===== config.mk =====
export PLATFORM = sky130hd
export DESIGN_NAME = ita_stream_sequencer
export DESIGN_NICKNAME = d
export VERILOG_FILES = /design/src/rtl/ita_stream_sequencer_pkg.sv /design/src/rtl/ita_job_fifo.sv /design/src/rtl/ita_stream_sequencer.sv
export SDC_FILE = /design/constraint.sdc
export NUM_CORES = 1
export LEC_CHECK = 0
export CAP_MARGIN = 20
export CORE_ASPECT_RATIO = 0.5
export CORE_MARGIN = 4
export CORE_UTILIZATION = 30
export CTS_CLUSTER_DIAMETER = 60
export DETAILED_ROUTE_END_ITERATION = 7
export PLACE_DENSITY = 0.49
export SYNTH_ARGS = -nofsm -noshare
export SYNTH_HDL_FRONTEND = slang
export SYNTH_SLANG_ARGS = --single-unit

===== constraint.sdc =====
create_clock -name clk_i -period 17.5 [get_ports clk_i]
set_clock_uncertainty 0.05 [all_clocks]
set_input_delay 3.5 -clock clk_i [delete_from_list [all_inputs] [get_ports clk_i]]
set_output_delay 3.5 -clock clk_i [all_outputs]
set_load 0.02 [all_outputs]

===== src/rtl/ita_stream_sequencer_pkg.sv =====
// Shared types for the ITA stream sequencer: FSM states, the queued job record and tile-length helper.
package ita_hwpe_package;

    localparam int unsigned JOB_ADDR_W = 32;
    localparam int unsigned JOB_N_WPTR = 4;
    localparam int unsigned JOB_NW_W   = $clog2(JOB_N_WPTR) + 1;

    typedef enum logic [1:0] {
        SeqIdle,
        SeqLaunch,
        SeqWeight,
        SeqDrain
    } seq_state_e;

    typedef struct packed {
        logic [JOB_ADDR_W-1:0]                 input_addr;
        logic [JOB_ADDR_W-1:0]                 bias_addr;
        logic [JOB_ADDR_W-1:0]                 output_addr;
        logic [JOB_N_WPTR-1:0][JOB_ADDR_W-1:0] weight_addr;
        logic [JOB_NW_W-1:0]                   n_weight;
        logic                                  weight_preload;
        logic                                  bias_disable;
        logic                                  output_disable;
    } job_t;

    function automatic int unsigned tot_len(input int unsigned m, input int unsigned n);
        return (m * m) / n;
    endfunction

endpackage


===== src/rtl/ita_job_fifo.sv =====
// Synchronous job queue, head visible combinationally; push/pop same cycle keeps count.
// Caller guarantees no push when full and no pop when empty; flush empties in one cycle.
module ita_job_fifo
    import ita_hwpe_package::*;
#(
    parameter int unsigned DEPTH = 2
) (
    input  logic                   clk_i,
    input  logic                   rst_i,
    input  logic                   flush_i,
    input  logic                   push_i,
    input  job_t                   dat_i,
    input  logic                   pop_i,
    output job_t                   dat_o,
    output logic                   empty_o,
    output logic                   full_o,
    output logic [$clog2(DEPTH):0] count_o
);
    localparam int unsigned PTR_W = (DEPTH > 1) ? $clog2(DEPTH) : 1;
    localparam int unsigned CNT_W = $clog2(DEPTH) + 1;

    job_t             mem_q [DEPTH];
    logic [PTR_W-1:0] wr_ptr_q, rd_ptr_q;
    logic [CNT_W-1:0] count_q, count_d;

    function automatic logic [PTR_W-1:0] ptr_inc(input logic [PTR_W-1:0] p);
        return (p == PTR_W'(DEPTH - 1)) ? '0 : p + 1'b1;
    endfunction

    assign count_d = count_q + CNT_W'(push_i) - CNT_W'(pop_i);

    always_ff @(posedge clk_i) begin
        if (rst_i || flush_i) begin
            wr_ptr_q <= '0;
            rd_ptr_q <= '0;
            count_q  <= '0;
        end else begin
            if (push_i) wr_ptr_q <= ptr_inc(wr_ptr_q);
            if (pop_i)  rd_ptr_q <= ptr_inc(rd_ptr_q);
            count_q <= count_d;
        end
    end

    always_ff @(posedge clk_i) begin
        if (push_i) mem_q[wr_ptr_q] <= dat_i;
    end

    assign dat_o   = mem_q[rd_ptr_q];
    assign empty_o = (count_q == '0);
    assign full_o  = (count_q == CNT_W'(DEPTH));
    assign count_o = count_q;

endmodule


===== src/rtl/ita_stream_sequencer.sv =====
// Queued job launcher for the ITA streams: pop -> LAUNCH next cycle, first weight_start 2 cycles after pop.
// job_ready_o drops only when the queue is full; a job retires when engine and streams report drained.
module ita_stream_sequencer
    import ita_hwpe_package::*;
#(
    parameter int unsigned M            = 64,
    parameter int unsigned N            = 16,
    parameter int unsigned N_WEIGHT_PTR = JOB_N_WPTR,
    parameter int unsigned QUEUE_DEPTH  = 2,
    parameter int unsigned ADDR_W       = JOB_ADDR_W,
    parameter int unsigned LEN_W        = 16
) (
    input  logic                             clk_i,
    input  logic                             rst_i,
    input  logic                             clear_i,
    input  logic                             job_valid_i,
    output logic                             job_ready_o,
    input  logic [ADDR_W-1:0]                job_input_addr_i,
    input  logic [ADDR_W-1:0]                job_bias_addr_i,
    input  logic [ADDR_W-1:0]                job_output_addr_i,
    input  logic [N_WEIGHT_PTR*ADDR_W-1:0]   job_weight_addr_i,
    input  logic [$clog2(N_WEIGHT_PTR):0]    job_n_weight_i,
    input  logic                             job_weight_preload_i,
    input  logic                             job_bias_disable_i,
    input  logic                             job_output_disable_i,
    output logic [ADDR_W-1:0]                input_addr_o,
    output logic [ADDR_W-1:0]                bias_addr_o,
    output logic [ADDR_W-1:0]                output_addr_o,
    output logic [ADDR_W-1:0]                weight_base_addr_o,
    output logic [LEN_W-1:0]                 weight_len_o,
    output logic                             input_start_o,
    output logic                             bias_start_o,
    output logic                             output_start_o,
    output logic                             weight_start_o,
    output logic                             engine_start_o,
    input  logic                             weight_done_i,
    input  logic                             input_ready_i,
    input  logic                             bias_ready_i,
    input  logic                             weight_ready_i,
    input  logic                             output_ready_i,
    input  logic [1:0]                       fifo_empty_i,
    input  logic                             engine_busy_i,
    output logic [$clog2(N_WEIGHT_PTR)-1:0]  seg_idx_o,
    output logic [$clog2(QUEUE_DEPTH):0]     queue_count_o,
    output logic                             busy_o,
    output logic                             done_o,
    output logic                             clear_o
);
    localparam int unsigned SEG_W = $clog2(N_WEIGHT_PTR);
    localparam int unsigned NW_W  = $clog2(N_WEIGHT_PTR) + 1;
    localparam logic [LEN_W-1:0]  LEN_FULL = LEN_W'(tot_len(M, N) / 8);
    localparam logic [LEN_W-1:0]  LEN_SEG  = LEN_W'(M / 8);
    localparam logic [ADDR_W-1:0] PRE_OFS  = ADDR_W'(N * M);

    seq_state_e        state_q;
    job_t              job_q, push_dat, head_dat;
    logic              push, pop, fifo_empty, fifo_full, more_seg, retire_ok;
    logic [SEG_W-1:0]  seg_idx_q, seg_nxt;
    logic [ADDR_W-1:0] weight_base_q;
    logic [LEN_W-1:0]  weight_len_q;
    logic              input_start_q, bias_start_q, output_start_q, weight_start_q, engine_start_q;
    logic              done_q, clear_q;

    always_comb begin
        push_dat                = '0;
        push_dat.input_addr     = job_input_addr_i;
        push_dat.bias_addr      = job_bias_addr_i;
        push_dat.output_addr    = job_output_addr_i;
        push_dat.weight_addr    = job_weight_addr_i;
        push_dat.weight_preload = job_weight_preload_i;
        push_dat.bias_disable   = job_bias_disable_i;
        push_dat.output_disable = job_output_disable_i;
        push_dat.n_weight       = job_n_weight_i;
        if (job_n_weight_i == '0)
            push_dat.n_weight = NW_W'(1);
        else if (job_n_weight_i > NW_W'(N_WEIGHT_PTR))
            push_dat.n_weight = NW_W'(N_WEIGHT_PTR);
    end

    assign push = job_valid_i & ~fifo_full & ~clear_i;
    assign pop  = (state_q == SeqIdle) & ~fifo_empty & ~clear_i;

    ita_job_fifo #(.DEPTH(QUEUE_DEPTH)) u_job_fifo (
        .clk_i   (clk_i),
        .rst_i   (rst_i),
        .flush_i (clear_i),
        .push_i  (push),
        .dat_i   (push_dat),
        .pop_i   (pop),
        .dat_o   (head_dat),
        .empty_o (fifo_empty),
        .full_o  (fifo_full),
        .count_o (queue_count_o)
    );

    assign seg_nxt  = seg_idx_q + 1'b1;
    assign more_seg = ({1'b0, seg_idx_q} + NW_W'(1)) < job_q.n_weight;
    // Without an output stream the engine itself must go idle before the job can retire.
    assign retire_ok = job_q.output_disable
                     ? (~engine_busy_i & input_ready_i & weight_ready_i & bias_ready_i)
                     : (output_ready_i & weight_ready_i & (fifo_empty_i == 2'b11));

    always_ff @(posedge clk_i) begin
        if (rst_i || clear_i) begin
            state_q        <= SeqIdle;
            job_q          <= '0;
            seg_idx_q      <= '0;
            weight_base_q  <= '0;
            weight_len_q   <= '0;
            input_start_q  <= 1'b0;
            bias_start_q   <= 1'b0;
            output_start_q <= 1'b0;
            weight_start_q <= 1'b0;
            engine_start_q <= 1'b0;
            done_q         <= 1'b0;
            clear_q        <= clear_i & ~rst_i;
        end else begin
            input_start_q  <= 1'b0;
            bias_start_q   <= 1'b0;
            output_start_q <= 1'b0;
            weight_start_q <= 1'b0;
            engine_start_q <= 1'b0;
            done_q         <= 1'b0;
            clear_q        <= 1'b0;
            case (state_q)
                SeqIdle: begin
                    if (!fifo_empty) begin
                        job_q          <= head_dat;
                        seg_idx_q      <= '0;
                        input_start_q  <= 1'b1;
                        engine_start_q <= 1'b1;
                        bias_start_q   <= ~head_dat.bias_disable;
                        output_start_q <= ~head_dat.output_disable;
                        state_q        <= SeqLaunch;
                    end
                end
                SeqLaunch: begin
                    weight_len_q   <= job_q.weight_preload ? LEN_FULL : LEN_FULL - LEN_SEG;
                    weight_base_q  <= job_q.weight_preload ? job_q.weight_addr[0]
                                                           : job_q.weight_addr[0] + PRE_OFS;
                    weight_start_q <= 1'b1;
                    state_q        <= SeqWeight;
                end
                SeqWeight: begin
                    if (weight_done_i) begin
                        if (more_seg) begin
                            seg_idx_q      <= seg_nxt;
                            weight_base_q  <= job_q.weight_addr[seg_nxt];
                            weight_len_q   <= LEN_SEG;
                            weight_start_q <= 1'b1;
                        end else begin
                            state_q <= SeqDrain;
                        end
                    end
                end
                SeqDrain: begin
                    if (retire_ok) begin
                        done_q  <= 1'b1;
                        clear_q <= 1'b1;
                        state_q <= SeqIdle;
                    end
                end
                default: state_q <= SeqIdle;
            endcase
        end
    end

    assign job_ready_o        = ~fifo_full;
    assign input_addr_o       = job_q.input_addr;
    assign bias_addr_o        = job_q.bias_addr;
    assign output_addr_o      = job_q.output_addr;
    assign weight_base_addr_o = weight_base_q;
    assign weight_len_o       = weight_len_q;
    assign input_start_o      = input_start_q;
    assign bias_start_o       = bias_start_q;
    assign output_start_o     = output_start_q;
    assign weight_start_o     = weight_start_q;
    assign engine_start_o     = engine_start_q;
    assign seg_idx_o          = seg_idx_q;
    assign busy_o             = (state_q != SeqIdle);
    assign done_o             = done_q;
    assign clear_o            = clear_q;

endmodule

; Word-level counts from Yosys, hierarchy flattened
; Memory sizes are Yosys's and may differ from the RTL's. A register that Yosys moved wholly into a read port is not among the register bits.
; Cells that the tools add are included.
; Widths: inputs -> output; s select.
[classes]
n_addsub = 7
order_cmp = 3
n_eq_ne = 10
n_mux = 35
n_bitwise = 18
n_reduce_logical = 13
[ops]
columns = op, count
row1 = $mux 32, 4
row2 = $bmux 32 s2, 1
row3 = $pmux 32 s2, 1
row4 = $add 32x11->32 const B, 1
row5 = $mux 16, 2
row6 = $pmux 16 s2, 1
row7 = $mux 2, 7
row8 = $mux 1, 13
row9 = $and 1x1->1, 10
row10 = $ne 2x2->1 const B, 5
row11 = $eq 2x2->1 const B, 4
row12 = $not 1->1, 8
row13 = $pmux 2 s4, 1
row14 = $reduce_and 4->1, 2
row15 = $mux 3, 2
row16 = $mux 6, 1
row17 = $reduce_bool 2->1, 3
row18 = $logic_not 2->1, 2
row19 = $pmux 2 s2, 1
row20 = $add 2x1->3 const B, 1
row21 = $gt 3x3->1 const B, 1
row22 = $logic_not 3->1, 1
row23 = $lt 2x3->1 const B, 1
row24 = $lt 3x3->1, 1
row25 = 11 further kinds, 12
[totals]
reg_bits = 291
ram_bits = 460
input_bits = 242
output_inout_bits = 157
elab_cells = 110
n_memories = 1
[mem_list]
columns = memory, depth, word_bits, rd, rd_ports_with_merged_regs, wr, line
row1 = u_job_fifo.mem_q, 2, 230, 1, 1, 1, ita_job_fifo.sv:22  ; job_t mem_q [DEPTH];

; Longest topological paths before layout
; Gate-level depths: netlist of the first run.
[depth]
word_depth = 8
depth_mapped = 10
mapped_depth_nobuf = 10

; By module
; Synthesis of the first run repeated with hierarchy kept, for this count alone.
[unflattened]
cells_unflattened = 2242
area_unflattened_um2 = 29801.1
[modules_own_cells]
columns = module, n_inst, cells_each, area_each_um2, seq_area_each_um2
row1 = ita_job_fifo, 1, 737, 17843.4, 13913.3
row2 = ita_stream_sequencer, 1, 1505, 11957.7, 5485.3

; Least setup slack after synthesis of the first run
; OpenSTA, ideal clock, no wires.
[synth_timing]
path_type = input to register
start = input clear_i
end = memory u_job_fifo.mem_q[0][0] (netlist name), enable pin
setup_time_ns = 0.852
t_arrival_ns = 13.822
required_time_ns = 16.598
path_slack_ns = 2.776
cell_stages = 2
n_path_buf = 0
path_cell_list = and3b_1 > nor2b_1
[synth_via]
elab_chain_len = 4
[synth_lines]
columns = element, line
row1 = from (decl), ita_stream_sequencer.sv:15  ; input logic clear_i,
row2 = $not 1->1, ita_stream_sequencer.sv:80  ; assign push = job_valid_i & ~fifo_full & ~clear_i;
row3 = $and 1x1->1, ita_stream_sequencer.sv:80
row4 = $mux 1, ita_job_fifo.sv:45  ; if (push_i) mem_q[wr_ptr_q] <= dat_i;
row5 = $mux 1 (not written as such), ita_job_fifo.sv:45
row6 = to (decl), ita_job_fifo.sv:22
; No other way between the ends.

; Worst setup path after layout of the first run
[layout_timing]
start = input clear_i
end = memory u_job_fifo.mem_q[0][51] (netlist name), enable pin
[layout_via]
elab_chain_len = 4
[layout_lines]
columns = element, line
row1 = $not 1->1, ita_stream_sequencer.sv:80
row2 = $and 1x1->1, ita_stream_sequencer.sv:80
row3 = named net push, ita_stream_sequencer.sv:57  ; logic push, pop, fifo_empty, fifo_full, more_seg, retire_ok;
row4 = $mux 1, ita_job_fifo.sv:45
row5 = $mux 1 (not written as such), ita_job_fifo.sv:45
; The timed path passes the listed nets, and every way through them passes these cells.

==> results of run 1 <==
[synth_stat cells (all sizes together), types with 7 or more instances]
library cell,instances,area (um^2)
a211oi,235,1760
a21oi,29,153
buf,153,1040
clkbuf,91,342
dfxtp,279,5590
edfxtp,460,13800
ha,11,138
inv,19,71.3
mux2,9,101
mux2i,236,2360
mux4,22,499
nand2,46,173
nand3,10,62.6
nand3b,10,75.1
nor2,272,1020
nor3,13,65.1
o211ai,10,75.1
o21ai,28,140
xnor2,7,61.3
xor2,11,96.3
[critical path: cells and delay by family]
| family | cells | cell delay, ns |
|---|---|---|
| simple gates | 2 | 1.15 |
| buf+inv | 3 | 2.24 |
[power groups by stage]
stage | Combinational (mW) | Sequential [mW] | Clock, mW
3_5_place_dp | 0.259 | 1.96 | 0
2_1_floorplan | 0.148 | 1.97 | 0
5_1_grt | 0.280 | 1.93 | 1.67
3_3_place_gp | 0.256 | 1.96 | 0
4_1_cts | 0.260 | 1.93 | 1.60
6_report | 0.255 | 1.93 | 1.54
[logic make-up (layout without fill, tap and decap cells)]
family / Yosys count / in the layout / synth area share (%)
compound gates: 325 / 325 / 8.25
xor+xnor: 18 / 18 / 0.561
fa+ha+maj: 11 / 11 / 0.490
buf+inv: 263 / 564 / 5.16
flops: 739 / 739 / 69.0
mux: 267 / 267 / 10.5
other cells: 1 / 19 / 0.0133
simple gates: 384 / 384 / 5.95
[state kept, by name, indices dropped and copies added (netlist names), named ones only]
| register | count |
|---|---|
| bias_start_o | 1 |
| u_job_fifo.count_o | 2 |
| weight_len_o | 3 |
| state_q | 2 |
| seg_idx_o | 2 |
| done_o | 1 |
| u_job_fifo.wr_ptr_q | 1 |
| weight_start_o | 1 |
| clear_o | 1 |
| job_q | 133 |
| engine_start_o | 1 |
| u_job_fifo.rd_ptr_q | 1 |
| weight_base_addr_o | 32 |
| output_start_o | 1 |
| bias_addr_o | 32 |
| u_job_fifo.mem_q | 460 |
| input_addr_o | 32 |
| output_addr_o | 32 |
[worst max-delay path by stage]
stage	from	end	slack, ns	cells after the start
6_report	clear_i	u_job_fifo.mem_q[0][51]	10.76	5
3_3_place_gp	clear_i	u_job_fifo.mem_q[0][13]	9.96	5
3_5_place_dp	clear_i	u_job_fifo.mem_q[0][14]	9.97	5
4_1_cts	clear_i	u_job_fifo.mem_q[0][52]	10.68	5
2_1_floorplan	clear_i	u_job_fifo.mem_q[0][0]	2.78	2
5_1_grt	clear_i	u_job_fifo.mem_q[0][18]	10.55	5
[area by class of cell]
type                    instances  area [um^2]  area share (%)
diodes                          6         15.0          0.0431
well taps                    1255         1570            4.51
multi-input cells            1018         7330            21.1
clock buffers                 101         2030            5.85
clock inverters                34          293           0.841
inverters                      19         71.3           0.205
repair buffers                410         4090            11.7
flip-flops and latches        739        19400            55.8
[routing by layer]
metal | up-vias | GRT usage (%) | share of wire (%)
met4 | 6 | 5.33 | 3.2
met5 | - | 0 | 0.048
li1 | 7892 | - | -
met1 | 7810 | 15.2 | 38
met3 | 116 | 3.03 | 3.5
met2 | 232 | 26.9 | 56
[per-stage QoR]
step	instance area, um^2	power [mW]	hold slack, ns	cells
after global placement	32400	2.22	0.377	3440
after CTS	34800	3.79	0.406	3575
final	34800	3.72	0.400	3582
after floorplan	28100	2.12	0.370	2020
after detailed placement	32400	2.22	0.399	3440
after global routing	34800	3.88	0.431	3582
==> flow_metrics.tcl, run 1 <==
set metrics [dict create \
    outcome "finished, final reports clean" \
    worst-path-max-fanout 58 \
    worstHoldPathCells 1 \
    fin_crit_sh_pct 38.5 \
    portBuffers 385 \
    final_nets 2514 \
    max_freq_ghz 0.148 \
    synthArstFlopShare_pct 0 \
    max-vdd-ir-drop_uv 61.9 \
    fin_ws_ns 10.76 \
    clock_path_buffers 3 \
    routabilityCongestion 0.740 \
    synth.distinct_cells 53 \
    regToRegSetupSlack_ns 13.80 \
    overflow 0 \
    grt_pass1_vias 16300 \
    critical_path_class "in2reg" \
    r2r_cells 6 \
    p_switching_mw 0.838 \
    worstReg2RegEnd "u_job_fifo.mem_q[0][51]" \
    track_usage_pct 14.1 \
    rsz0062_at_grt "false" \
    synth_cells 2008 \
    final_cell_mix "460 x edfxtp_1, 385 x clkdlybuf4s50_1, 277 x dfxtp_1" \
    crit_required_ns 17.71 \
    clock-root-buffer "clkbuf_16" \
    layout_commonest_cell "edfxtp_1" \
    fillers 8903 \
    setup_viol 0 \
    fp.dieArea_mm2 0.0989 \
    synth_seq_cells 739 \
    fin_crit_ns 6.74 \
    p_int_mw 2.88 \
    vias 16100 \
    r2r_start "u_job_fifo.count_o[0]" \
    syn_avg_cell_area_um2 14.0 \
    coreArea_mm2 0.0929 \
    post-cts-setup-buffers 0 \
    power.share.clock_pct 41.4 \
    antenna_found_initial 9 \
    cellLeakagePower_nw 10.7 \
    hold_buffers 0 \
    slowest_stage "buf_4" \
    synth_edf_count 460 \
    tns_ns 0 \
    syn2layout_area_growth_pct 23.8 \
    critical_path_arrival_ns 6.95 \
    p_sw_share_pct 22.5 \
    cpMostUsedCell "buf_4" \
    synth_seq_area_share_pct 69.0 \
    die_h_um 224 \
    drive_gt1_share_pct 7.76 \
    hp-start "u_job_fifo.mem_q[1][1]" \
    slowest_delay_ns 0.84 \
    h-tree-depth 3 \
    startpoint_type "input pin" \
    slew_headroom_pct 19.5 \
    dp_slack_ns 9.97 \
    grt_pass1_wl_um 104000 \
    postRouteAntennaNets 0 \
    drc 0 \
    wire_per_inst_um 19.9 \
    die_w_um 441 \
    powerDensity_mw_per_mm2 107 \
    synth_top_flop_cell "edfxtp_1" \
    avgViaCountPerCell 4.48 \
    boundaryPins 399 \
    post_cts_resized 0 \
    worstMarginPinSlew_ns 1.21 \
    dp.final_hpwl_um 45700 \
    initial_core_util_pct 30.2 \
    drt-initial-drc-count 664 \
    hold_viol 0 \
    pwr-share-seq_pct 51.7 \
    cts-buffers-inserted 73 \
    cts_tree "done" \
    yosys_warnings 0 \
    numClockSinks 739 \
    rows 79 \
    end_kind "flop" \
    cts.clk_slew.worst_paths_ns 0.06 \
    netlist_area_mm2 0.0281 \
    totalWireLength_um 71200 \
    crit_chain "clkdlybuf4s50_1 -> and3b_1 -> nor2b_4 -> buf_4 -> buf_4" \
    clock_latency_ns 0.63 \
    dr.pass1.iters 4 \
    cap_violations 0 \
    fin_util_pct 37.5 \
    pwr-share-comb_pct 6.8 \
    maxSlewViolCount 0 \
    holdPathEnd "bias_start_o" \
    holdCritPathClass "reg2reg" \
    grt_max_degree 237 \
]
Power figures use the tool's default switching activity.
==> run 2: changes to the inputs <==
Settings changed: PLACE_DENSITY 0.49 to 0.51.
Clock period 17.5 ns to 5.55 ns, I/O delays scaled along.
==> run 2 against run 1 <==
  * Register-to-register slack got worse by 12 ns
  * Non-clock buffer count decreased by 1
  * Die area unchanged
  * Total power increased to 3.2 times the previous value
  * Clock power increased to 3.2 times the previous value
  * Setup slack got worse by 8.7 ns
  * Via count increased by 0.11%
  * Cell count about the same
  * Clock-buffer cell count increased by 11
  * Hold slack improved by 0.0062 ns
  * Sequential share of layout area decreased by 0.20 points
  * Largest cell class unchanged
  * Largest power group unchanged
==> flow_metrics.tcl, run 2 (same netlist as run 1, synthesis figures left out) <==
set metrics [dict create \
    drive_gt1_share_pct 7.76 \
    critical_path_class "reg2out" \
    cellLeakagePower_nw 10.7 \
    postRouteAntennaNets 0 \
    cp.buffers_inverters 2 \
    end_kind "output port" \
    post-cts-setup-buffers 0 \
    portBuffers 385 \
    cap_violations 0 \
    tns_ns 0 \
    boundaryPins 399 \
    maxSlewViolCount 0 \
    wire_per_inst_um 19.7 \
    hold_viol 0 \
    rsz0062_at_grt "false" \
    cts_tree "done" \
    p_int_mw 9.14 \
    routabilityCongestion 0.763 \
    postLayoutCellArea_mm2 0.0349 \
    grt_pass1_vias 16000 \
    drt-initial-drc-count 797 \
    top_regs "u_job_fifo.mem_q (460), job_q (133)" \
    pwr-share-seq_pct 51.5 \
    power.share.clock_pct 41.7 \
    max-vdd-ir-drop_uv 185 \
    avgViaCountPerCell 4.49 \
    die_h_um 224 \
    grt_pass1_wl_um 102000 \
    top_register "u_job_fifo.mem_q" \
    slew_headroom_pct 27.7 \
    fin_crit_sh_pct 62.5 \
    critical_path_arrival_ns 2.31 \
    setup_viol 0 \
    initial_core_util_pct 30.2 \
    layout_commonest_cell "edfxtp_1" \
    holdCritPathClass "reg2reg" \
    regToRegSetupSlack_ns 2.18 \
    placed_area_mm2 0.0325 \
    clock_path_buffers 3 \
    crit_chain "buf_4 -> clkdlybuf4s50_1" \
    powerDensity_mw_per_mm2 338 \
    track_usage_pct 13.9 \
    overflow 0 \
    h-tree-depth 3 \
    clock_latency_ns 0.63 \
    grt_max_degree 197 \
    fin_cells 3581 \
    p_sw_share_pct 22.4 \
    p_switching_mw 2.65 \
    hold_buffers 0 \
    outcome "finished, final reports clean" \
    coreArea_mm2 0.0929 \
    dr.pass1.iters 5 \
    slowest_stage "clkdlybuf4s50_1" \
    worstMarginPinSlew_ns 1.08 \
    max_freq_ghz 0.288 \
    clock-root-buffer "clkbuf_16" \
    path_delay_family "buffers and inverters" \
    cts-buffers-inserted 73 \
    totalWireLength_um 70400 \
    post_cts_resized 0 \
    drc 0 \
    startpoint_type "flop" \
    syn2layout_area_growth_pct 24.3 \
    crit_required_ns 4.39 \
    cts.clk_slew.worst_paths_ns 0.06 \
    worst-path-max-fanout 47 \
    numClockSinks 739 \
    dp.cells 3440 \
    slowest_delay_ns 0.76 \
    rows 79 \
    final_cell_mix "460 x edfxtp_1, 385 x clkdlybuf4s50_1, 277 x dfxtp_1" \
    final_nets 2513 \
    dp.final_hpwl_um 45900 \
    largest_reg_flops 460 \
    vias 16100 \
    pwr-share-comb_pct 6.8 \
    fp.dieArea_mm2 0.0989 \
    die_w_um 441 \
    fin_crit_ns 3.47 \
    antenna_found_initial 5 \
]
[run 2: cell types whose count changed in the layout (fill, tap and decap cells not counted), moves of 3 or more]
cell and change:
clkbuf_1 +6, clkinv_8 +3, clkbuf_8 +4, clkinv_1 -6, buf_4 -8, clkinv_2 -5
buf_12 +8
[run 2: power groups by stage]
| stage | combinational (mW) | sequential, mW | clock [mW] |
|---|---|---|---|
| 4_1_cts | 0.822 | 6.07 | 5.08 |
| 6_report | 0.805 | 6.07 | 4.91 |
| 3_5_place_dp | 0.820 | 6.19 | 0 |
| 3_3_place_gp | 0.811 | 6.19 | 0 |
| 2_1_floorplan | 0.468 | 6.18 | 0 |
| 5_1_grt | 0.883 | 6.08 | 5.31 |
[run 2: path summary, 6_finish.rpt]
path	startpoint	endpoint	cells after the start
setup / recovery	seg_idx_o[0]	seg_idx_o[0]	2
hold / removal	u_job_fifo.mem_q[1][1]	bias_start_o	1
hold reg to reg	u_job_fifo.mem_q[1][1]	bias_start_o	1
setup reg to reg	seg_idx_o[1]	weight_base_addr_o[27]	7
[run 2: layer usage]
| layer | global-route usage (%) | wire length (um) | vias to the layer above |
|---|---|---|---|
| li1 | - | - | 7890 |
| met1 | 15.5 | 27300 | 7864 |
| met2 | 26.6 | 39400 | 218 |
| met3 | 2.87 | 2080 | 100 |
| met4 | 4.04 | 1650 | 2 |
| met5 | 0 | 13 | - |
[run 2: layout make-up]
| class | count | area (um^2) |
|---|---|---|
| antenna | 5 | 12.5 |
| clock buffer | 112 | 2140 |
| clock inverter | 24 | 243 |
| fill | 8811 | 58000 |
| inverter | 19 | 71.3 |
| multi-input combinational | 1018 | 7330 |
| sequential | 739 | 19400 |
| tap | 1255 | 1570 |
| timing repair buffer | 409 | 4160 |
[run 2: stage by stage]
stage                     setup WS, ns  hold WS, ns  total power [mW]  util [%]
after global routing              1.87        0.418              12.3      37.6
final                             2.08        0.406              11.8      37.6
after CTS                         2.03        0.406              12.0      37.6
after detailed placement          1.80        0.391              7.01      35.0
after floorplan                  0.187        0.370              6.65         -
after global placement            1.83        0.380              7.00      35.0
==> run 3: changes to the inputs <==
Settings changed: PLACE_DENSITY 0.51 to 0.49.
Clock period 5.55 ns to 3.5 ns, I/O delays scaled along.
==> run 3 against run 2 <==
  * Cell count is 0.47% higher
  * Routed wire length is 5.8% higher
  * Hold slack worse by 0.0097 ns
  * Critical path type unchanged
  * Highest routed layer is now met4
==> flow_metrics.tcl, run 3 (same netlist as run 1, synthesis figures left out) <==
set metrics [dict create \
    fin_util_pct 37.9 \
    multi_input_area_mm2 0.00733 \
    dp.cells 3458 \
    cp.buffers_inverters 2 \
    totalWireLength_um 74500 \
    fin_cells 3598 \
    rows 79 \
    antenna_found_initial 4 \
    placed_area_mm2 0.0328 \
    numClockSinks 739 \
    track_usage_pct 14.7 \
    hold_buffers 0 \
    boundaryPins 399 \
    crit_chain "buf_4 -> clkdlybuf4s50_1" \
    critical_path_arrival_ns 2.33 \
    dr.pass1.iters 4 \
    drc 0 \
    regToRegSetupSlack_ns 0.83 \
    end_kind "output port" \
    fp.dieArea_mm2 0.0989 \
    portBuffers 385 \
    cts-buffers-inserted 73 \
    grt_max_degree 123 \
    wl_met1_um 31000 \
    wire_per_inst_um 20.7 \
    die_w_um 441 \
    slew_headroom_pct 40.8 \
    clock_latency_ns 0.64 \
    slowest_delay_ns 0.79 \
    fin_crit_sh_pct 88.0 \
    holdCritPathClass "reg2reg" \
    clock_path_buffers 3 \
    final_nets 2531 \
    h-tree-depth 3 \
    critical_path_class "reg2out" \
    coreArea_mm2 0.0929 \
    overflow 0 \
    grt_pass1_vias 16000 \
    top_register "u_job_fifo.mem_q" \
    top_regs "u_job_fifo.mem_q (460), job_q (133)" \
    post-cts-setup-buffers 0 \
    tns_ns 0 \
    clock-root-buffer "clkbuf_16" \
    hold_viol 0 \
    powerDensity_mw_per_mm2 533 \
    cap_violations 0 \
    max_freq_ghz 0.325 \
    met3WireLength_um 2570 \
    dp.final_hpwl_um 50900 \
    drive_gt1_share_pct 8.55 \
    fillers 8882 \
    die_h_um 224 \
    regArea_mm2 0.0194 \
    fin_crit_ns 3.08 \
    postLayoutCellArea_mm2 0.0352 \
    setup_viol 0 \
    wl_met2_um 38700 \
    worst-path-max-fanout 46 \
    initial_core_util_pct 30.2 \
    grt_pass1_wl_um 108000 \
    drt-initial-drc-count 831 \
    maxSlewViolCount 0 \
    cts.clk_slew.worst_paths_ns 0.06 \
    slowest_stage "clkdlybuf4s50_1" \
    vias 16300 \
    final_cell_mix "460 x edfxtp_1, 385 x clkdlybuf4s50_1, 276 x dfxtp_1" \
    avgViaCountPerCell 4.54 \
    max-vdd-ir-drop_uv 233 \
    startpoint_type "flop" \
    postRouteAntennaNets 0 \
    layout_commonest_cell "edfxtp_1" \
    path_delay_family "buffers and inverters" \
    syn2layout_area_growth_pct 25.2 \
    cts_tree "done" \
    crit_required_ns 2.75 \
    worstMarginPinSlew_ns 0.886 \
    outcome "finished, final reports clean" \
    routabilityCongestion 0.767 \
    largest_reg_flops 460 \
    rsz0062_at_grt "false" \
    top_layer_used "met4" \
    post_cts_resized 0 \
    cellLeakagePower_nw 10.9 \
]
## run 3: cell count changes in the layout (fill, tap and decap cells not counted), moves of 3 or more
cell	previous run	this run
clkinv_2	8	11
buf_4	14	21
clkinv_8	4	0
clkbuf_16	76	81
buf_12	10	21
clkbuf_8	10	7
## run 3: worst paths after layout
path                          start               endpoint  cells after the start
max reg2reg            seg_idx_o[1]  weight_base_addr_o[3]                      7
min          u_job_fifo.mem_q[1][1]           bias_start_o                      1
max                    seg_idx_o[0]           seg_idx_o[0]                      2
min reg2reg  u_job_fifo.mem_q[1][1]           bias_start_o                      1
## run 3: power by group
part | leakage, nW | switching [mW] | internal (mW)
combinational | 3.23 | 0.729 | 0.594
sequential | 6.48 | 0.116 | 9.52
clock | 1.16 | 3.34 | 4.47
## run 3: cell type report
type | instances | share of cell area (%)
clock buffers | 112 | 6.29
diodes | 4 | 0.0284
flip-flops and latches | 739 | 55.1
inverters | 19 | 0.203
repair buffers | 427 | 12.6
well taps | 1255 | 4.46
clock inverters | 24 | 0.473
multi-input cells | 1018 | 20.8
## run 3: stage by stage
stage	power [mW]	setup slack (ns)	hold WS, ns
finish	18.8	0.421	0.396
global route	19.5	0.326	0.411
CTS	19.1	0.367	0.400
detailed placement	11.2	0.736	0.395
global placement	11.2	0.729	0.397
floorplan	10.5	-1.41	0.370
## run 3: per-layer routing
metal	global-route usage [%]	up-vias
li1	-	7928
met1	18.1	8035
met2	25.8	247
met3	3.32	111
met4	4.72	0
met5	0	-
## run 3: worst reg2reg max path, stage by stage, from the launching register on
cell,delay (ns)
dfxtp_1,0.32
ha_2,0.33
buf_4,0.59
mux2_2,0.42
o21ai_0,0.48
nand2_1,0.13
o211ai_1,0.12
a21oi_1,0.09
